===== config.mk =====
export PLATFORM = sky130hd
export DESIGN_NAME = dds_sweep_ctrl
export DESIGN_NICKNAME = d
export VERILOG_FILES = /design/src/rtl/dds_sweep_ctrl.sv
export SDC_FILE = /design/constraint.sdc
export NUM_CORES = 1
export LEC_CHECK = 0
export CORE_UTILIZATION = 35
export CTS_BUF_LIST = sky130_fd_sc_hd__clkbuf_8
export CTS_CLUSTER_SIZE = 28
export DETAILED_ROUTE_END_ITERATION = 10
export GPL_TIMING_DRIVEN = 0
export PLACE_DENSITY_LB_ADDON = 0.08
export RECOVER_POWER = 50
export SLEW_MARGIN = 20
export SYNTH_ARGS = -nofsm -noshare
export SYNTH_HDL_FRONTEND = slang
export SYNTH_SLANG_ARGS = --single-unit
export TNS_END_PERCENT = 1

===== constraint.sdc =====
create_clock -name clk -period 5.8 [get_ports clk]
set_input_delay 1.16 -clock clk [delete_from_list [all_inputs] [get_ports clk]]
set_output_delay 1.16 -clock clk [all_outputs]
set_load 0.02 [all_outputs]

===== src/rtl/dds_sweep_ctrl.sv =====
`default_nettype none
// ============================================================================
// Module      : dds_sweep_ctrl
// Description : Linear frequency-sweep sequencer for the DDS core. It drives
//               inc_phi, occupation and waveform and changes them only on
//               DDS period-sync edges.
//               Optional feature macro: DDS_SWEEP_UPDOWN_EN (up/down bounce).
// Revision    : 1.0 - initial release
// ============================================================================
module dds_sweep_ctrl (
    input  logic        clk,
    input  logic        reset_n,
    input  logic        cfg_wr,
    input  logic [2:0]  cfg_addr,
    input  logic [31:0] cfg_wdata,
    input  logic        start,
    input  logic        stop,
    input  logic        sync,
    output logic [31:0] inc_phi,
    output logic [3:0]  occupation,
    output logic [3:0]  waveform,
    output logic        busy,
    output logic        done,
    output logic [15:0] step_cnt
);

    localparam logic [1:0] c_S_IDLE  = 2'd0;
    localparam logic [1:0] c_S_ARM   = 2'd1;
    localparam logic [1:0] c_S_DWELL = 2'd2;
    localparam logic [1:0] c_S_DONE  = 2'd3;

`ifdef DDS_SWEEP_UPDOWN_EN
    localparam int c_MODE_W = 10;
`else
    localparam int c_MODE_W = 9;
`endif

    logic [31:0]         r_cfg_start, r_cfg_stop, r_cfg_step;
    logic [15:0]         r_cfg_dwell;
    logic [c_MODE_W-1:0] r_cfg_mode;

    logic [31:0]         r_sh_start, r_sh_stop, r_sh_step;
    logic [15:0]         r_sh_dwell;
    logic [c_MODE_W-1:0] r_sh_mode;

    logic [1:0]          r_state;
    logic                r_sync_d;
    logic [15:0]         r_dwell_cnt;
    logic [31:0]         r_inc_phi;
    logic [3:0]          r_occupation, r_waveform;
    logic                r_busy, r_done;
    logic [15:0]         r_step_cnt;

    logic                w_sync_ev;
    logic                w_loop;
    logic [32:0]         w_up_sum;
    logic                w_up_fin;
    logic [31:0]         w_up_val;
    logic [31:0]         w_next_inc;
    logic                w_finish;

    assign w_sync_ev = sync & ~r_sync_d;
    assign w_loop    = r_sh_mode[8];

    // Config register file; always accepted, even while a sweep runs.
    always_ff @(posedge clk or negedge reset_n) begin
        if (!reset_n) begin
            r_cfg_start <= 32'd0;
            r_cfg_stop  <= 32'd0;
            r_cfg_step  <= 32'd0;
            r_cfg_dwell <= 16'd1;
            r_cfg_mode  <= '0;
        end else if (cfg_wr) begin
            case (cfg_addr)
                3'd0:    r_cfg_start <= cfg_wdata;
                3'd1:    r_cfg_stop  <= cfg_wdata;
                3'd2:    r_cfg_step  <= cfg_wdata;
                3'd3:    r_cfg_dwell <= cfg_wdata[15:0];
                3'd4:    r_cfg_mode  <= cfg_wdata[c_MODE_W-1:0];
                default: ;
            endcase
        end
    end

    // Carry out of the 33-bit sum means the step overshot and must clamp.
    assign w_up_sum = {1'b0, r_inc_phi} + {1'b0, r_sh_step};
    assign w_up_fin = (r_inc_phi >= r_sh_stop);
    assign w_up_val = (w_up_sum[32] || (w_up_sum[31:0] >= r_sh_stop)) ? r_sh_stop : w_up_sum[31:0];

`ifdef DDS_SWEEP_UPDOWN_EN
    logic        r_dir_down;
    logic        w_updown;
    logic [32:0] w_dn_dif;
    logic        w_dn_fin;
    logic [31:0] w_dn_val;
    logic        w_next_dir;

    assign w_updown = r_sh_mode[9];
    assign w_dn_dif = {1'b0, r_inc_phi} - {1'b0, r_sh_step};
    assign w_dn_fin = (r_inc_phi <= r_sh_start);
    assign w_dn_val = (w_dn_dif[32] || (w_dn_dif[31:0] <= r_sh_start)) ? r_sh_start : w_dn_dif[31:0];

    always_comb begin
        w_next_inc = r_inc_phi;
        w_finish   = 1'b0;
        w_next_dir = r_dir_down;
        if (!r_dir_down) begin
            if (!w_up_fin) begin
                w_next_inc = w_up_val;
            end else if (w_updown) begin
                w_next_dir = 1'b1;
                if (!w_dn_fin)
                    w_next_inc = w_dn_val;
                else if (w_loop)
                    w_next_dir = 1'b0;
                else
                    w_finish = 1'b1;
            end else if (w_loop) begin
                w_next_inc = r_sh_start;
            end else begin
                w_finish = 1'b1;
            end
        end else begin
            if (!w_dn_fin) begin
                w_next_inc = w_dn_val;
            end else if (w_loop) begin
                w_next_dir = 1'b0;
                if (!w_up_fin)
                    w_next_inc = w_up_val;
            end else begin
                w_finish = 1'b1;
            end
        end
    end

    always_ff @(posedge clk or negedge reset_n) begin
        if (!reset_n)
            r_dir_down <= 1'b0;
        else if (r_state == c_S_IDLE)
            r_dir_down <= 1'b0;
        else if (r_state == c_S_DWELL && !stop && w_sync_ev && r_dwell_cnt <= 16'd1)
            r_dir_down <= w_next_dir;
    end
`else
    always_comb begin
        w_next_inc = r_inc_phi;
        w_finish   = 1'b0;
        if (!w_up_fin)
            w_next_inc = w_up_val;
        else if (w_loop)
            w_next_inc = r_sh_start;
        else
            w_finish = 1'b1;
    end
`endif

    always_ff @(posedge clk or negedge reset_n) begin
        if (!reset_n) begin
            r_state      <= c_S_IDLE;
            r_sync_d     <= 1'b0;
            r_dwell_cnt  <= 16'd0;
            r_inc_phi    <= 32'd0;
            r_occupation <= 4'd0;
            r_waveform   <= 4'd0;
            r_busy       <= 1'b0;
            r_done       <= 1'b0;
            r_step_cnt   <= 16'd0;
            r_sh_start   <= 32'd0;
            r_sh_stop    <= 32'd0;
            r_sh_step    <= 32'd0;
            r_sh_dwell   <= 16'd1;
            r_sh_mode    <= '0;
        end else begin
            r_sync_d <= sync;
            r_done   <= 1'b0;
            case (r_state)
                c_S_IDLE: begin
                    if (start && !stop) begin
                        r_state    <= c_S_ARM;
                        r_busy     <= 1'b1;
                        r_step_cnt <= 16'd0;
                        r_sh_start <= r_cfg_start;
                        r_sh_stop  <= r_cfg_stop;
                        r_sh_step  <= r_cfg_step;
                        r_sh_dwell <= (r_cfg_dwell == 16'd0) ? 16'd1 : r_cfg_dwell;
                        r_sh_mode  <= r_cfg_mode;
                    end
                end
                c_S_ARM: begin
                    if (stop) begin
                        r_state <= c_S_IDLE;
                        r_busy  <= 1'b0;
                    end else if (w_sync_ev) begin
                        r_inc_phi    <= r_sh_start;
                        r_occupation <= r_sh_mode[7:4];
                        r_waveform   <= r_sh_mode[3:0];
                        r_dwell_cnt  <= r_sh_dwell;
                        r_state      <= c_S_DWELL;
                    end
                end
                c_S_DWELL: begin
                    if (stop) begin
                        r_state <= c_S_IDLE;
                        r_busy  <= 1'b0;
                    end else if (w_sync_ev) begin
                        if (r_dwell_cnt <= 16'd1) begin
                            r_dwell_cnt <= r_sh_dwell;
                            if (w_finish) begin
                                r_state <= c_S_DONE;
                                r_done  <= 1'b1;
                            end else begin
                                // A zero step leaves the value unchanged and is not counted.
                                r_inc_phi <= w_next_inc;
                                if (w_next_inc != r_inc_phi)
                                    r_step_cnt <= r_step_cnt + 16'd1;
                            end
                        end else begin
                            r_dwell_cnt <= r_dwell_cnt - 16'd1;
                        end
                    end
                end
                c_S_DONE: begin
                    r_state <= c_S_IDLE;
                    r_busy  <= 1'b0;
                end
                default: begin
                    r_state <= c_S_IDLE;
                    r_busy  <= 1'b0;
                end
            endcase
        end
    end

    assign inc_phi    = r_inc_phi;
    assign occupation = r_occupation;
    assign waveform   = r_waveform;
    assign busy       = r_busy;
    assign done       = r_done;
    assign step_cnt   = r_step_cnt;

endmodule
`default_nettype wire

==> metrics.txt, run 1 <==
Critical Path Source Type=flop; nets=2094; core area=0.0514 mm²; half-perimeter wire length after placement=47.2 mm; Worst path depth=28; die area=0.0530 mm²; CP arrival=6.86 ns; Synth Warn #=0; syn_area_per_cell=10.5 µm²; Fin Hold WS=0.497 ns; layout cells sized above 1=0.269; multiplexer share of the synthesized area=0.169; Die W=230 µm; H-tree Lvls=2; dpl ws=-2.83 ns; CTS buffer count=60; clk sinks=319; top_reg_cell synth=dfrtp_1; min-delay worst type=flop to flop; largest family of logic cells by synthesized area=multiplexers; Worst-Margin Slew=3.39 ns; initial core utilization=0.355; placed cell count=2519; routed vias=14.9k; final cell count without fillers=2680; initial antenna violation count=2; top cell type's share of synthesized area=0.435; min Tclk post-route=6.31 ns; RSZ-0062 raised after global routing=true; critical path's slowest cell=dfrtp_2; Worst path most repeated cell=buf_6; vias in the first global route=14.5k; flop and latch count out of synthesis=319; hold path endpoint=r_sh_mode[5]; Root Driver=clkbuf_8; setup ws final=-0.510 ns; worst path required time=6.35 ns; worst hold start=r_cfg_mode[5]; Worst path max stage delay=0.51 ns; mapped cell area=0.0182 mm²; # Max-Cap Violations=5; post-route ant nets=0; clock skew=0.0239 ns; slew margin rel.=-1.26; post-synthesis cell count=1738; Crit Path Max Fanout=9; clk_lat worst skew=0.69 ns; critical path class=flop to flop; Post-synth EDFFs=0; DR iter-0 viols=1093; Final Slew Violations=237; DRT Pass-1 Iters=6; reg2reg setup slack=-0.51 ns; GRT Overall Usage=0.240; Final period util=1.09; XOR/XNOR Fraction of Synth Area=0.0377; Final setup violation count=16; ys async rst share=1.00; Area contributors post-synth=dfrtp_1 44%, mux2_2 16%, ha_1 7.1%, nand2_1 3.2%, o21ai_0 2.9%; Synth Area in Compound Gates=0.139; Final GP Congestion=0.934; most common cell in the netlist=dfrtp_1; FF-to-FF Start=inc_phi[8]; pin count of the biggest net entering global routing=99; maximum clock rate=0.158 GHz; vias per cell=5.56; Final Cell Area=0.0226 mm²; Worst R2R End=step_cnt[3]; WHS Path Cells=1; TritonCTS clock tree=built; DRC viols=0; Crit path max-delay family=compound AO/OA/AOI/OAI gates; Reg2Reg Depth=28; Port Buffer Count=98; first-pass GRT wire length=95.1 mm; final wirelength=63.6 mm; hold buffers post-CTS=0; failing checks=capacitance limit, slew limit, setup timing; outcome=finished with violations; Cell Area, Placed=0.0202 mm²; Setup crit end kind=flop; Hold Violations, Final=0; post-synthesis sequential area ratio=0.438; CTS Buffer Depth=3; Yosys cell types=84; Die Ht=230 µm; area delta synth->final=24.1%; Worst-path clk slew=0.07 ns; IO Pins=99; syn nets=1883; num rows=83; leading area contributor after synthesis=dfrtp_1; Synth Area in Adders=0.0718; DR WL/cell=23.7 µm; Congestion Overflow GR=0; Buffers & Inverters on Critical Path=7; commonest cells in the netlist=317 x dfrtp_1, 253 x mux2_2, 156 x nand2_1, 106 x o21ai_0, 105 x a21oi_1; Post-Synth Simple-Gate Area=0.110
==> flip-flops by register name (all words and copies together), names as in the netlist <==
register     cells
r_sh_step       32
inc_phi         32
done             1
r_cfg_start     32
step_cnt        16
r_sh_start      32
r_sh_stop       32
r_cfg_stop      32
waveform         4
r_cfg_step      32
r_sync_d         1
r_sh_mode        9
r_cfg_mode       9
busy             1
r_cfg_dwell     16
r_state          2
r_dwell_cnt     16
occupation       4
r_sh_dwell      16
==> layout make-up <==
class | count | area [µm²]
diodes | 2 | 5.00
plain buffers | 86 | 399
clock buffers | 80 | 1100
clock inverters | 31 | 285
fillers | 4960 | 28800
inverters | 69 | 259
multi-input cells | 1261 | 10200
flip-flops and latches | 319 | 8010
well taps | 680 | 851
repair buffers | 152 | 1480
==> metal layers <==
| layer | wire [µm] | global-route usage | part of all wire |
|---|---|---|---|
| met1 | 30300 | 0.346 | 0.48 |
| met2 | 28200 | 0.364 | 0.44 |
| met3 | 3210 | 0.0368 | 0.051 |
| met4 | 1870 | 0.0857 | 0.029 |
| met5 | 0 | 0 | 0 |
==> per-stage QoR <==
| step | util | TNS, ns |
|---|---|---|
| final | 0.440 | -7.27 |
| after floorplan | - | 0 |
| after global placement | 0.390 | -3625.12 |
| after detailed placement | 0.392 | -93.06 |
| after global routing | 0.440 | -71.00 |
| after CTS | 0.434 | -7.14 |
==> logic make-up (layout without fill, tap and decap cells) <==
group | count (synthesis) | in the layout
AO/OA/AOI/OAI | 395 | 395
other | 0 | 2
adder cells (fa/ha/maj) | 104 | 104
XOR/XNOR | 77 | 77
flip-flops | 319 | 319
AND/OR/NAND/NOR | 409 | 409
multiplexers | 276 | 276
buffers and inverters | 158 | 418
==> worst max path at each step <==
stage          startpoint              to  slack, ns
6_report       inc_phi[8]     step_cnt[3]      -0.51
2_1_floorplan  inc_phi[0]    step_cnt[13]       0.03
4_1_cts        inc_phi[0]     step_cnt[3]      -0.50
5_1_grt        inc_phi[6]    step_cnt[12]      -0.66
3_5_place_dp   inc_phi[0]    step_cnt[12]      -2.83
3_3_place_gp      reset_n  r_cfg_step[29]     -11.15
==> repair_timing <==
action,4_1_cts,5_1_grt
gates cloned,1,1
resized for setup,100,41
buffers inserted,31,18
endpoints found under the setup margin,48,34
pin swaps,41,30
==> layout by cell type (no fill, tap or decap), drive strengths merged, types with 8 or more instances in the layout <==
cell / synthesis / final
dfrtp: 317 / 317
mux2: 253 / 253
nand2: 156 / 156
clkbuf: 60 / 141
o21ai: 110 / 110
a21oi: 107 / 107
ha: 103 / 103
clkdlybuf4s50: 0 / 94
inv: 69 / 84
buf: 29 / 80
nor2: 64 / 64
xor2: 41 / 41
nand3: 41 / 41
xnor2: 35 / 35
nor3: 31 / 31
nand4: 25 / 25
a22oi: 24 / 24
mux2i: 23 / 23
a21o: 15 / 15
nand2b: 15 / 15
o22ai: 15 / 15
nor4: 14 / 14
o211ai: 13 / 13
or3: 13 / 13
a31oi: 13 / 13
a211oi: 12 / 12
a221oi: 9 / 9
o21a: 8 / 8
and2: 8 / 8
clkinv: 0 / 8
Power of run 1 is left out: the tool's default activity adds up to more than one toggle a clock period on the data nets, which glitch-free logic cannot reach.
==> run 2: changes to the inputs <==
--- a/config.mk
+++ b/config.mk
@@ -5,6 +5,7 @@
 export SDC_FILE = /design/constraint.sdc
 export NUM_CORES = 1
 export LEC_CHECK = 0
+export CAP_MARGIN = 20
 export CORE_UTILIZATION = 35
 export CTS_BUF_LIST = sky130_fd_sc_hd__clkbuf_8
 export CTS_CLUSTER_SIZE = 28
@@ -12,7 +13,7 @@
 export GPL_TIMING_DRIVEN = 0
 export PLACE_DENSITY_LB_ADDON = 0.08
 export RECOVER_POWER = 50
-export SLEW_MARGIN = 20
+export SLEW_MARGIN = 5
 export SYNTH_ARGS = -nofsm -noshare
 export SYNTH_HDL_FRONTEND = slang
 export SYNTH_SLANG_ARGS = --single-unit
==> metrics.txt, run 2 (synthesized netlist as in run 1, its figures left out) <==
min Tclk post-route=6.21 ns (was 6.31 ns); most frequent cells in the layout=297 x dfrtp_1, 252 x mux2_2, 153 x nand2_1 (was 300 x dfrtp_1, 252 x mux2_2, 154 x nand2_1); most common cell after layout, fill and taps aside=dfrtp_1 (unchanged); initial core utilization=0.355 (unchanged); DR WL/cell=23.6 µm (was 23.7 µm); Worst-Margin Slew=2.84 ns (was 3.39 ns); half-perimeter wire length after placement=47.1 mm (was 47.2 mm); outcome=finished with violations (unchanged); Cell Area, Placed=0.0202 mm² (unchanged); TritonCTS clock tree=built (unchanged); Setup crit end kind=flop (unchanged); Final Cell Area=0.0227 mm² (was 0.0226 mm²); grt met1 use=0.341 (was 0.346); Final Slew Violations=218 (was 237); maximum clock rate=0.161 GHz (was 0.158 GHz); pin count of the biggest net entering global routing=108 (was 99); H-tree Lvls=2 (unchanged); critical path's slowest cell=dfrtp_1 (was dfrtp_2); clk sinks=319 (unchanged); post-route ant nets=0 (unchanged); Congestion Overflow GR=0 (unchanged); Final setup violation count=16 (unchanged); Root Driver=clkbuf_8 (unchanged); dpl ws=-2.81 ns (was -2.83 ns); # Max-Cap Violations=3 (was 5); nets=2107 (was 2094); setup ws final=-0.408 ns (was -0.510 ns); critical path class=flop to flop (unchanged); Die Ht=230 µm (unchanged); Crit path max-delay family=compound AO/OA/AOI/OAI gates (unchanged); grt peak-use layer=met2 (unchanged); IO Pins=99 (unchanged); Crit Path Max Fanout=5 (was 9); initial antenna violation count=4 (was 2); slew margin rel.=-0.891 (was -1.26); DR iter-0 viols=1139 (was 1093); CP arrival=6.76 ns (was 6.86 ns); Port Buffer Count=98 (unchanged); Final GP Congestion=0.934 (unchanged); RSZ-0062 raised after global routing=true (unchanged); CTS buffer count=60 (unchanged); die area=0.0530 mm² (unchanged); hold buffers post-CTS=0 (unchanged); routed vias=14.8k (was 14.9k); Critical Path Source Type=flop (unchanged); Final period util=1.07 (was 1.09); Die W=230 µm (unchanged); min-delay worst type=primary input to asynchronous set/reset pin (was flop to flop); Filler cells=5022 (was 4960); layout cells sized above 1=0.277 (was 0.269); vias in the first global route=14.5k (about the same); final wirelength=63.4 mm (was 63.6 mm); DRT Pass-1 Iters=5 (was 6); GR Layer Usage met2=0.363 (was 0.364); Worst path depth=25 (was 28); Hold Violations, Final=0 (unchanged); worst path required time=6.35 ns (about the same); Reg2Reg Depth=25 (was 28); met3 Usage GRT=0.0396 (was 0.0368); area delta synth->final=24.5% (was 24.1%); Sum Neg Setup Slack=-5.74 ns (was -7.27 ns); failing checks=capacitance limit, slew limit, setup timing (unchanged); Worst-path clk slew=0.07 ns (about the same); CTS Buffer Depth=3 (unchanged); first-pass GRT wire length=94.4 mm (was 95.1 mm); clock skew=0.0293 ns (was 0.0239 ns); num rows=83 (unchanged); Worst path max stage delay=0.51 ns (about the same); clk_lat worst skew=0.67 ns (was 0.69 ns); Buffers & Inverters on Critical Path=4 (was 7); DRC viols=0 (unchanged); vias per cell=5.53 (was 5.56); core area=0.0514 mm² (unchanged); GRT Overall Usage=0.239 (was 0.240)
[run 2: cell types whose count changed in the layout (fill, tap and decap cells not counted), sizes merged]
cell,previous run,this run
inv,84,88
diode,2,1
buf,80,90
bufinv,5,3
clkbuf,141,136
clkinv,8,5
[run 2: layout make-up]
class | instances | area (µm²) | share of cell area
Buffer | 86 | 402 | 0.0177
Antenna cell | 1 | 2.50 | 0.000110
Clock buffer | 72 | 991 | 0.0437
Inverter | 69 | 259 | 0.0114
Tap cell | 680 | 851 | 0.0375
Sequential cell | 319 | 8010 | 0.353
Clock inverter | 30 | 221 | 0.00976
Multi-Input combinational cell | 1261 | 10400 | 0.459
Timing Repair Buffer | 165 | 1540 | 0.0678
[run 2: path summary, 6_finish.rpt]
path,end,start,slack [ns]
min,step_cnt[11],reset_n,0.47
max in group asynchronous,r_cfg_stop[6],reset_n,1.23
max reg2reg,step_cnt[3],inc_phi[7],-0.41
min reg2reg,r_sh_mode[5],r_cfg_mode[5],0.49
max,step_cnt[3],inc_phi[7],-0.41
min in group clk,r_sh_mode[5],r_cfg_mode[5],0.49
[run 2: routing by layer]
layer / up-vias / share of wire
li1: 6823 / -
met1: 7481 / 0.47
met2: 426 / 0.45
met3: 100 / 0.058
met4: 2 / 0.029
met5: - / 0.00017
[run 2: stage by stage]
| stage | util | hold slack [ns] | instances |
|---|---|---|---|
| after global routing | 0.441 | 0.510 | 2682 |
| after CTS | 0.431 | 0.238 | 2652 |
| after global placement | 0.390 | 0.480 | 2516 |
| after floorplan | - | 0.458 | 1738 |
| final | 0.442 | 0.470 | 2683 |
| after detailed placement | 0.392 | 0.487 | 2519 |
[run 2: timing repair]
item / in CTS / in global routing
endpoints found under the hold margin: 0 / 0
gates resized for setup: 109 / 64
setup buffers: 33 / 30
cloned: 1 / 1
pin swaps: 31 / 46
endpoints found under the setup margin: 48 / 34
Power of run 2 is left out for the same reason.
==> patch: new RTL, flow settings as in run 1 <==
Add an input register stage for `cfg_wdata`, cleared by the reset; this delays it by one clock. The other inputs are not delayed to match.
--- a/src/rtl/dds_sweep_ctrl.sv
+++ b/src/rtl/dds_sweep_ctrl.sv
@@ -31,2 +31,12 @@
 
+    logic [31:0] cfg_wdata_q;
+
+    always_ff @(posedge clk or negedge reset_n) begin
+        if (!reset_n) begin
+            cfg_wdata_q <= '0;
+        end else begin
+            cfg_wdata_q <= cfg_wdata;
+        end
+    end
+
 `ifdef DDS_SWEEP_UPDOWN_EN
@@ -74,7 +84,7 @@
             case (cfg_addr)
-                3'd0:    r_cfg_start <= cfg_wdata;
-                3'd1:    r_cfg_stop  <= cfg_wdata;
-                3'd2:    r_cfg_step  <= cfg_wdata;
-                3'd3:    r_cfg_dwell <= cfg_wdata[15:0];
-                3'd4:    r_cfg_mode  <= cfg_wdata[c_MODE_W-1:0];
+                3'd0:    r_cfg_start <= cfg_wdata_q;
+                3'd1:    r_cfg_stop  <= cfg_wdata_q;
+                3'd2:    r_cfg_step  <= cfg_wdata_q;
+                3'd3:    r_cfg_dwell <= cfg_wdata_q[15:0];
+                3'd4:    r_cfg_mode  <= cfg_wdata_q[c_MODE_W-1:0];
                 default: ;
Function: changed (Yosys sat finds a counterexample within 4 cycles, from zero or initial values and one cycle with reset_n low).
==> patch against run 1 <==
- the run still ends with max-capacitance violations, max-slew violations, negative setup slack left
- synthesized area grew 5.4%
- setup slack better by 0.15 ns
- cell area rose by 3.5%
- sequential cell count is 32 higher
- global-route usage decreased by 0.55 points
- routed wire length is 2.8% higher
- maximum frequency is 2.4% higher
- critical endpoint is now step_cnt[0]
- critical path type unchanged
- via count grew 3.8%
- non-clock buffer count decreased by 8
Power is not shown: default switching activity piles up to over one toggle a cycle in this logic, so the estimate is an artifact.
==> patch: results (changes against run 1) <==
logic_synthesis:
  synth_compound_area_share_pct: 15.1  # was 13.9%
  synth_mux_area_share_pct: 15.8  # was 16.9%
  synth_fa_ha_area_share_pct: 6.81  # was 7.18%
  yosys.area_share.xor_xnor_pct: 2.62  # was 3.77%
  synth_commonest_cells: "349 x dfrtp_1, 254 x mux2_2, 111 x a21oi_1"  # was 317 x dfrtp_1, 253 x mux2_2, 156 x nand2_1
  syn_nets: 1930  # was 1,883
  synthTopCellsByArea: "dfrtp_1 45%, mux2_2 15%, ha_1 6.7%, a21oi_1 2.9%, nand2_1 2.1%"  # was dfrtp_1 44%, mux2_2 16%, ha_1 7.1%, nand2_1 3.2%, o21ai_0 2.9%
  synth_cell_type_count: 86  # was 84
  synth_warnings: 0  # unchanged
  yosysSeqAreaShare_pct: 45.7  # was 43.8%
sta:
  finalSetupViolations: 16  # unchanged
  layout_setup_ws_ns: -0.361  # was -0.510 ns
  drv_slew: 76  # was 237
  tns_ns: -4.88  # was -7.27 ns
  finClkSkew_ns: 0.0313  # was 0.0239 ns
  holdWs_ns: 0.488  # was 0.497 ns
  worstMarginPinSlew_ns: 4.31  # was 3.39 ns
place:
  io_buffers: 97  # was 98
  dpl-instance-area_mm2: 0.0212  # was 0.0202 mm²
  place_congestion: 0.952  # was 0.934
  post-dp-hpwl_um: 50000  # was 47,200 µm
  dp_slack_ns: -1.84  # was -2.83 ns
clock_tree:
  clkTransAtPathRegs_ns: 0.06
  cts_made_buffers: 61  # was 60
global_route:
  track_usage_pct: 23.5  # was 24.0%
  grt_pass1_wl_um: 98000  # was 95,100 µm
  grt_max_degree: 92  # was 99
  grt_pass1_vias: 15200  # was 14.5k
detailed_routing:
  wl_met3_um: 3890  # was 3210 µm
  wl_met1_um: 30800  # was 30,300 µm
  routed_wirelength_um: 65400  # was 63,600 µm
  wl_met2_um: 28400  # was 28,200 µm
  drtAntennaViolNets: 0  # unchanged
  first_iter_violations: 1135  # was 1,093
  vias_per_cell: 5.67  # was 5.56
worst_setup_path:
  critPathArrivalTime_ns: 6.71  # was 6.86 ns
  path_max_fanout: 10  # was 9
  reg2reg_setup_slack_ns: -0.36  # was -0.51 ns
  rr_startpoint: "inc_phi[21]"  # was inc_phi[8]
  r2r_end: "step_cnt[0]"  # was step_cnt[3]
  worstRegToRegCells: 25  # was 28
cells_and_area:
  final_nets: 2130  # was 2,094
  fillers: 5159  # was 4,960
  drive_gt1_share_pct: 26.4  # was 26.9%
run_status:
  violations: "max-capacitance violations, max-slew violations, negative setup slack"  # unchanged
  outcome: "complete, but fails checks"  # unchanged
flow_run:
  cap_violations: 1  # was 5
worst_hold_path:
  hold_path_depth: 2  # was 1
  min_to: "r_dwell_cnt[15]"  # was r_sh_mode[5]
  worstHoldStart: "r_dwell_cnt[15]"  # was r_cfg_mode[5]
patch: changes by cell type after synthesis, sizes merged, moves of 23 or more:
| cell | delta |
|---|---|
| nor3 | +28 |
| dfrtp | +32 |
| o211ai | +28 |
| o21ai | -38 |
| nand2 | -45 |
| nor2 | +23 |
patch: kinds of logic after synthesis:
family                   after synthesis
AO/OA/AOI/OAI                        419
AND/OR/NAND/NOR                      408
flip-flops                           351
multiplexers                         270
buffers and inverters                177
adder cells (fa/ha/maj)              104
XOR/XNOR                              56
patch: how the worst max path moves through the flow:
stage / slack (ns) / start / end
2_1_floorplan: 0.06 / inc_phi[0] / step_cnt[0]
5_1_grt: -0.52 / inc_phi[5] / step_cnt[0]
3_3_place_gp: -13.78 / reset_n / inc_phi[0]
3_5_place_dp: -1.84 / inc_phi[6] / step_cnt[10]
4_1_cts: -0.27 / r_sh_step[0] / step_cnt[0]
6_report: -0.36 / inc_phi[21] / step_cnt[0]
patch: area by class of cell:
cell class                 instances  area, µm²  area share (%)
antenna                            1       2.50          0.0107
clock inverter                    31        234           0.999
clock buffer                      78       1070            4.58
sequential                       351       8810            37.6
buffer                            93        448            1.91
tap                              696        871            3.72
inverter                          84        315            1.35
timing repair buffer             137       1360            5.79
multi-input combinational       1257      10300            44.1
patch: timing repair:
| action | CTS | global route |
|---|---|---|
| hold endpoints to repair | 0 | 0 |
| gates cloned | 1 | 0 |
| setup buffers | 25 | 9 |
| pin swaps | 36 | 23 |
| gates resized for setup | 96 | 41 |
| setup endpoints to repair | 38 | 29 |
patch: per-stage QoR:
stage               utilization (%)  cells
floorplan                         -   1785
global placement               39.0   2578
detailed placement             39.3   2583
CTS                            43.0   2718
global route                   43.4   2728
finish                         43.4   2728
patch: layer usage:
layer	global-route usage (%)	vias up
li1	-	7011
met1	33.9	7787
met2	35.0	517
met3	4.21	143
met4	8.28	0
met5	0	-
patch: critical path, cell delays in order, from the launching register on:
cell       delay (ns)
dfrtp_1          0.52
ha_1             0.42
clkbuf_2         0.25
nand3_1          0.17
nor4_4           0.29
nand3_1          0.19
a21oi_4          0.25
nor2_1           0.11
xnor2_2          0.26
ha_1             0.29
nand4_1          0.23
nor3_2           0.07
a22oi_1          0.19
o2111a_2         0.28
o211a_1          0.19
buf_8            0.16
buf_12           0.14
buf_6            0.11
mux2i_4          0.23
o22ai_2          0.11
a2111oi_4        0.42
and4bb_2         0.31
a41oi_4          0.19
o21a_1           0.25
buf_6            0.14
mux2_4           0.29
